`config.mk`:
```
export PLATFORM = sky130hd
export DESIGN_NAME = muldiv_unit
export DESIGN_NICKNAME = d
export VERILOG_FILES = /design/src/rtl/muldiv_pkg.sv /design/src/rtl/muldiv_signfix.sv /design/src/rtl/muldiv_unit.sv
export SDC_FILE = /design/constraint.sdc
export NUM_CORES = 1
export LEC_CHECK = 0
export CAP_MARGIN = 30
export CORE_ASPECT_RATIO = 0.75
export CORE_UTILIZATION = 28
export CTS_BUF_LIST = sky130_fd_sc_hd__clkbuf_8
export DETAILED_ROUTE_END_ITERATION = 8
export GPL_TIMING_DRIVEN = 0
export PLACE_DENSITY = 0.54
export SYNTH_ARGS = -nofsm -noshare
export SYNTH_HDL_FRONTEND = slang
export SYNTH_HIERARCHICAL = 1
export SYNTH_SLANG_ARGS = --single-unit
```
`constraint.sdc`:
```
create_clock -name clk -period 3.33 [get_ports clk]
set_clock_uncertainty 0.15 [all_clocks]
set_input_delay 0.4995 -clock clk [delete_from_list [all_inputs] [get_ports clk]]
set_output_delay 0.4995 -clock clk [all_outputs]
set_load 0.03 [all_outputs]
```
`src/rtl/muldiv_pkg.sv`:
```
// Shared definitions for the iterative multiply/divide unit: op and state
// encodings, iteration count and op-decode helpers.
package muldiv_pkg;

  localparam int unsigned MULDIV_ITERS = 32;

  typedef enum logic [1:0] {
    OP_MULT  = 2'b00,
    OP_MULTU = 2'b01,
    OP_DIV   = 2'b10,
    OP_DIVU  = 2'b11
  } muldiv_op_e;

  typedef enum logic [1:0] {
    ST_IDLE = 2'b00,
    ST_CALC = 2'b01,
    ST_SIGN = 2'b10
  } muldiv_state_e;

  function automatic logic op_is_signed(input muldiv_op_e o);
    return (o == OP_MULT) || (o == OP_DIV);
  endfunction

  function automatic logic op_is_div(input muldiv_op_e o);
    return (o == OP_DIV) || (o == OP_DIVU);
  endfunction

endpackage

```
`src/rtl/muldiv_signfix.sv`:
```
// Conditional two's-complement: passes din through, or negates it when neg=1.
module muldiv_signfix #(
  parameter int unsigned W = 32
) (
  input  logic         neg,
  input  logic [W-1:0] din,
  output logic [W-1:0] dout
);

  assign dout = neg ? (~din + W'(1)) : din;

endmodule

```
`src/rtl/muldiv_unit.sv`:
```
// Iterative HI/LO multiply/divide unit: 32 shift-add or restoring steps, then
// one sign-correction cycle. Divide ops exist only with MULDIV_DIV_EN defined.
module muldiv_unit
  import muldiv_pkg::*;
#(
  parameter int unsigned DATA_W = 32
) (
  input  logic              clk,
  input  logic              rst,
  input  logic              start,
  input  logic [1:0]        op,
  input  logic [DATA_W-1:0] srcA,
  input  logic [DATA_W-1:0] srcB,
  input  logic              flush,
  output logic              busy,
  output logic              done,
  output logic [DATA_W-1:0] hi,
  output logic [DATA_W-1:0] lo,
  output logic              div_by_zero
);

  muldiv_state_e       state, state_nxt;
  muldiv_op_e          op_in;
  logic [5:0]          cnt;
  logic [DATA_W-1:0]   acc_hi, acc_lo, opnd;
  logic [DATA_W-1:0]   a_mag, b_mag, load_opnd, load_lo;
  logic [DATA_W-1:0]   step_hi, step_lo, res_hi, res_lo;
  logic [DATA_W:0]     mul_sum;
  logic [2*DATA_W-1:0] prod_fix;
  logic                a_neg, b_neg, neg_lo, op_ok, accept;

  assign op_in  = muldiv_op_e'(op);
  assign a_neg  = op_is_signed(op_in) & srcA[DATA_W-1];
  assign b_neg  = op_is_signed(op_in) & srcB[DATA_W-1];
  assign accept = (state == ST_IDLE) && start && !flush && op_ok;
  assign busy   = (state != ST_IDLE);

  muldiv_signfix #(.W(DATA_W)) u_fix_a (.neg(a_neg), .din(srcA), .dout(a_mag));
  muldiv_signfix #(.W(DATA_W)) u_fix_b (.neg(b_neg), .din(srcB), .dout(b_mag));
  muldiv_signfix #(.W(2*DATA_W)) u_fix_prod (
    .neg(neg_lo), .din({acc_hi, acc_lo}), .dout(prod_fix)
  );

  // Multiply: {acc_hi,acc_lo} starts as {0,multiplier}; add multiplicand on LSB, shift right.
  assign mul_sum = {1'b0, acc_hi} + (acc_lo[0] ? {1'b0, opnd} : '0);

`ifdef MULDIV_DIV_EN
  logic              is_div, neg_hi, bzero, dbz;
  logic [DATA_W:0]   div_shift;
  logic              div_ge;
  logic [DATA_W-1:0] quo_fix, rem_fix;

  assign op_ok = 1'b1;

  // Divide: acc_hi is the partial remainder, acc_lo shifts dividend out and quotient in.
  assign div_shift = {acc_hi, acc_lo[DATA_W-1]};
  assign div_ge    = (div_shift >= {1'b0, opnd});

  muldiv_signfix #(.W(DATA_W)) u_fix_quo (.neg(neg_lo), .din(acc_lo), .dout(quo_fix));
  muldiv_signfix #(.W(DATA_W)) u_fix_rem (.neg(neg_hi), .din(acc_hi), .dout(rem_fix));

  always_comb begin
    load_opnd = a_mag;
    load_lo   = b_mag;
    if (op_is_div(op_in)) begin
      load_opnd = b_mag;
      load_lo   = a_mag;
    end
  end

  always_comb begin
    step_hi = mul_sum[DATA_W:1];
    step_lo = {mul_sum[0], acc_lo[DATA_W-1:1]};
    res_hi  = prod_fix[2*DATA_W-1:DATA_W];
    res_lo  = prod_fix[DATA_W-1:0];
    if (is_div) begin
      step_hi = div_ge ? (div_shift[DATA_W-1:0] - opnd) : div_shift[DATA_W-1:0];
      step_lo = {acc_lo[DATA_W-2:0], div_ge};
      // A zero divisor leaves the dividend in the remainder; only the quotient is forced.
      res_hi  = rem_fix;
      res_lo  = bzero ? '1 : quo_fix;
    end
  end

  always_ff @(posedge clk) begin
    if (rst) begin
      is_div <= 1'b0;
      neg_hi <= 1'b0;
      bzero  <= 1'b0;
      dbz    <= 1'b0;
    end else begin
      dbz <= (state == ST_SIGN) && !flush && is_div && bzero;
      if (accept) begin
        is_div <= op_is_div(op_in);
        neg_hi <= a_neg;
        bzero  <= (srcB == '0);
      end
    end
  end

  assign div_by_zero = dbz;
`else
  assign op_ok       = !op_is_div(op_in);
  assign load_opnd   = a_mag;
  assign load_lo     = b_mag;
  assign step_hi     = mul_sum[DATA_W:1];
  assign step_lo     = {mul_sum[0], acc_lo[DATA_W-1:1]};
  assign res_hi      = prod_fix[2*DATA_W-1:DATA_W];
  assign res_lo      = prod_fix[DATA_W-1:0];
  assign div_by_zero = 1'b0;
`endif

  always_comb begin
    state_nxt = state;
    if (flush) begin
      state_nxt = ST_IDLE;
    end else begin
      unique case (state)
        ST_IDLE: if (accept) state_nxt = ST_CALC;
        ST_CALC: if (cnt == 6'(MULDIV_ITERS - 1)) state_nxt = ST_SIGN;
        ST_SIGN: state_nxt = ST_IDLE;
        default: state_nxt = ST_IDLE;
      endcase
    end
  end

  always_ff @(posedge clk) begin
    if (rst) begin
      state  <= ST_IDLE;
      cnt    <= '0;
      acc_hi <= '0;
      acc_lo <= '0;
      opnd   <= '0;
      neg_lo <= 1'b0;
      hi     <= '0;
      lo     <= '0;
      done   <= 1'b0;
    end else begin
      state <= state_nxt;
      done  <= 1'b0;
      if (accept) begin
        cnt    <= '0;
        acc_hi <= '0;
        acc_lo <= load_lo;
        opnd   <= load_opnd;
        neg_lo <= a_neg ^ b_neg;
      end else if (state == ST_CALC && !flush) begin
        cnt    <= cnt + 6'd1;
        acc_hi <= step_hi;
        acc_lo <= step_lo;
      end else if (state == ST_SIGN && !flush) begin
        hi   <= res_hi;
        lo   <= res_lo;
        done <= 1'b1;
      end
    end
  end

endmodule

```
==> results.md <==
- All-Layer GR Usage: 17.8%
- Syn avg cell area: 7.88 um2
- Wire length after detailed routing: 36700 um
- Leakage power: 4.65 nW
- Slowest stage delay, CP: 0.43 ns
- GPL Wtd Cong: 0.914
- Die ar.: 0.0410 mm2
- Int Power: 3.09 mW
- Post-CTS setup buffer count: 0
- Core Footprint: 0.0396 mm2
- CTS tree: built
- WP depth: 10
- Crit path DAT: 3.37 ns
- Post-synth EDFFs: 0
- DRC Markers: 24
- Antenna Cells: 0
- CP Cell Sequence: and2_1 -> ha_1 -> fa_1 -> a21o_1 -> a211o_1 -> a21oi_4 -> o211a_4 -> o211ai_2 -> a2111oi_2 -> nor2_1
- Ports: 137
- Max FO, Critical Path: 20
- Final worst slack: 0.185 ns
- Initial Util: 28.5%
- VDD IR-drop max: 0.000255 V
- R2R Setup Slk: 0.18 ns
- Top cell type's share of synthesized area: 30.2%
- Sequential element share of the synthesized area: 30.2%
- Synth Cell Area: 0.0113 mm2
- Top_reg_cell synth: dfxtp_1
- DP HPWL: 29300 um
- Final Cycle Share: 94.4%
- Syn_nets: 1535
- Distinct cells, synth: 88
- Top Family by Delay on Critical Path: compound AO/OA/AOI/OAI gates
- Most common cell in the netlist: nand2_1
- FF-to-FF Start: acc_lo[0]$_SDFFE_PP0P_
- Final Hold Vio Count: 0
- Vias after detailed routing: 10600
- Critical path buffers and inverters: 0
- Max Cap Viol: 0
- CTS Buf Count: 17
- Initial antenna violation count: 0
- Clock slew at reported path FFs: 0.10 ns
- Setup-failing EPs final: 0
- Psw: 1.32 mW
- NumNets Final: 1687
- Wire length per cell: 17.4 um
- Area delta synth->final: 21.6%
- Worst setup endpoint: acc_hi[31]$_SDFFE_PP0P_
- WP data required: 3.56 ns
- Rows: 63
- Largest net degree at the start of global routing: 21
- DR iter-0 viols: 872
- Worst setup slack after placement: -0.295 ns
- Worst Reg2Reg Path Length in Cells: 10
- Fin Hold WS: 0.303 ns
- Height of the die: 176 um
- Critical path class: reg2reg
- Sequential fraction of design power: 47.7%
- Max Freq: 0.318 GHz
- Status: finished, violations left
- FILL cells: 4291
- IO Port Bufs: 134
- Worst-margin pin slew: 0.971 ns
- Crit. Startpoint: acc_lo[0]$_SDFFE_PP0P_
- Fraction of registers with async set/reset: 0%
- CTS root buf: clkbuf_8
- Synth top cells by count: nand2_1 (322), dfxtp_1 (170), a21oi_1 (167), xnor2_1 (137), clkbuf_1 (61)
- Synth top area cells: dfxtp_1 (30%), nand2_1 (11%), xnor2_1 (11%)
- Layout cells sized above 1: 7.72%
- Clock sinks: 170
- Multi-input combinational cell area: 0.00749 mm2
- Seq. cell area: 0.00341 mm2
- Synth warnings: 6
- H-tree depth: 4
- Register bit total from synthesis: 170
- Syn Inst Count: 1428
- Final Critical Period: 3.15 ns
- First-pass GRT wire length: 56900 um
- Capture point of the worst reg-to-reg path: acc_hi[31]$_SDFFE_PP0P_
- Worst Hold Class: reg2reg
- Slew headroom: 34.9%
- First-pass DRT Iterations: 8
- Combinational Power Share: 15.8%
- Yosys top cell by area: dfxtp_1
- Grt total ovfl: 0
- Failing checks: design-rule violations
- Vias in the first global route: 9849
- Clock Latency Late Sink: 0.49 ns
- Final Util: 34.6%
- Critical Path Slowest Stage Cell: dfxtp_4
- Clock Tree Buf Depth: 2
- Power density over the cells: 322 mW/mm2
- Final Max Tran Viols: 0
- Critical Path Sink Type: register
- CP Launch Type: register
- WHS Path Cells: 2
- Chip width: 234 um
- Antenna-violating nets left: 0
- Net Sw Frac: 29.9%
- Clk pwr share: 36.5%
- RSZ-0062 raised after global routing: no
- Vias/cell: 5.04
## metrics by stage
step | instances | cell area [um2] | setup TNS (ns) | power (mW)
after floorplan | 1428 | 11300 | 0 | 2.57
final | 2113 | 13700 | 0 | 4.41
after global placement | 2082 | 13300 | -1.04 | 2.83
after CTS | 2113 | 13700 | 0 | 4.42
after detailed placement | 2082 | 13300 | -1.00 | 2.84
after global routing | 2113 | 13700 | 0 | 4.59
## registers in the layout, summed over array words and instances, names as in the netlist
name    flops
hi         32
opnd       32
cnt         6
acc_lo     32
done        1
neg_lo      1
acc_hi     32
lo         32
state       2
## cells in the final DEF (no fill, tap or decap), types with 14 or more instances in the layout
| cell | n |
|---|---|
| a21o_1 | 14 |
| a21oi_1 | 167 |
| a22oi_1 | 30 |
| and2_1 | 35 |
| clkbuf_1 | 58 |
| clkbuf_8 | 17 |
| clkdlybuf4s50_1 | 134 |
| dfxtp_1 | 169 |
| ha_1 | 36 |
| inv_1 | 16 |
| nand2_1 | 322 |
| nand3_1 | 17 |
| nor2_1 | 42 |
| nor3_1 | 20 |
| o21ai_0 | 49 |
| o31ai_1 | 42 |
| o41ai_1 | 18 |
| xnor2_1 | 137 |
## what timing repair did
action | in CTS | in global routing
resized for setup | 2 | 7
hold buffers | 0 | 0
hold endpoints to repair | 0 | 0
setup endpoints to repair | 8 | 9
## cells by family (layout without fill, tap and decap cells)
family,after synthesis,count (layout),synth area share [%]
AOI/OAI and AO/OA,408,408,24.6
xor gates and xnor gates,148,148,11.5
adders and majority gates,37,37,4.18
buffers and inverters,96,261,3.46
DFF,170,170,30.2
muxes,4,4,0.367
other,1,1,0.0333
and+or+nand+nor,564,564,25.7
## power groups by stage
| stage | clock network [mW] | logic [mW] | registers, mW |
|---|---|---|---|
| floorplan | 0 | 0.433 | 2.14 |
| global placement | 0 | 0.687 | 2.15 |
| detailed placement | 0 | 0.692 | 2.15 |
| CTS | 1.63 | 0.693 | 2.10 |
| global route | 1.72 | 0.755 | 2.11 |
| finish | 1.61 | 0.696 | 2.10 |
## metal layers
metal  GRT usage (%)  wire (um)  vias up
li1                -          -     5395
met1            27.7      19400     4922
met2            25.3      14900      297
met3            2.78       1960       25
met4            3.71        449        0
met5               0          0        -
## area by class of cell
cell class                      instances  share of cell area [%]
Timing Repair Buffer                  134                    9.80
Clock inverter                         15                    1.31
Inverter                               13                   0.356
Multi-Input combinational cell       1162                    54.7
Tap cell                              520                    4.75
Buffer                                 82                    2.48
Clock buffer                           17                    1.71
Sequential cell                       170                    24.9
## worst min path at each step
| stage | from | end |
|---|---|---|
| 2_1_floorplan | opnd[0]$_SDFFE_PP0P_ | opnd[0]$_SDFFE_PP0P_ |
| 3_3_place_gp | opnd[0]$_SDFFE_PP0P_ | opnd[0]$_SDFFE_PP0P_ |
| 3_5_place_dp | opnd[6]$_SDFFE_PP0P_ | opnd[6]$_SDFFE_PP0P_ |
| 4_1_cts | opnd[6]$_SDFFE_PP0P_ | opnd[6]$_SDFFE_PP0P_ |
| 5_1_grt | opnd[31]$_SDFFE_PP0P_ | opnd[31]$_SDFFE_PP0P_ |
| 6_report | opnd[6]$_SDFFE_PP0P_ | opnd[6]$_SDFFE_PP0P_ |
## worst register-to-register path, delay by kind of cell, from the launching register on
family,cells,cell delay [ns]
flip-flops,1,0.43
AND/OR/NAND/NOR,2,0.29
adder cells (fa/ha/maj),2,0.67
AO/OA/AOI/OAI,6,1.51
Note: power is estimated with default switching activity, not from simulation.
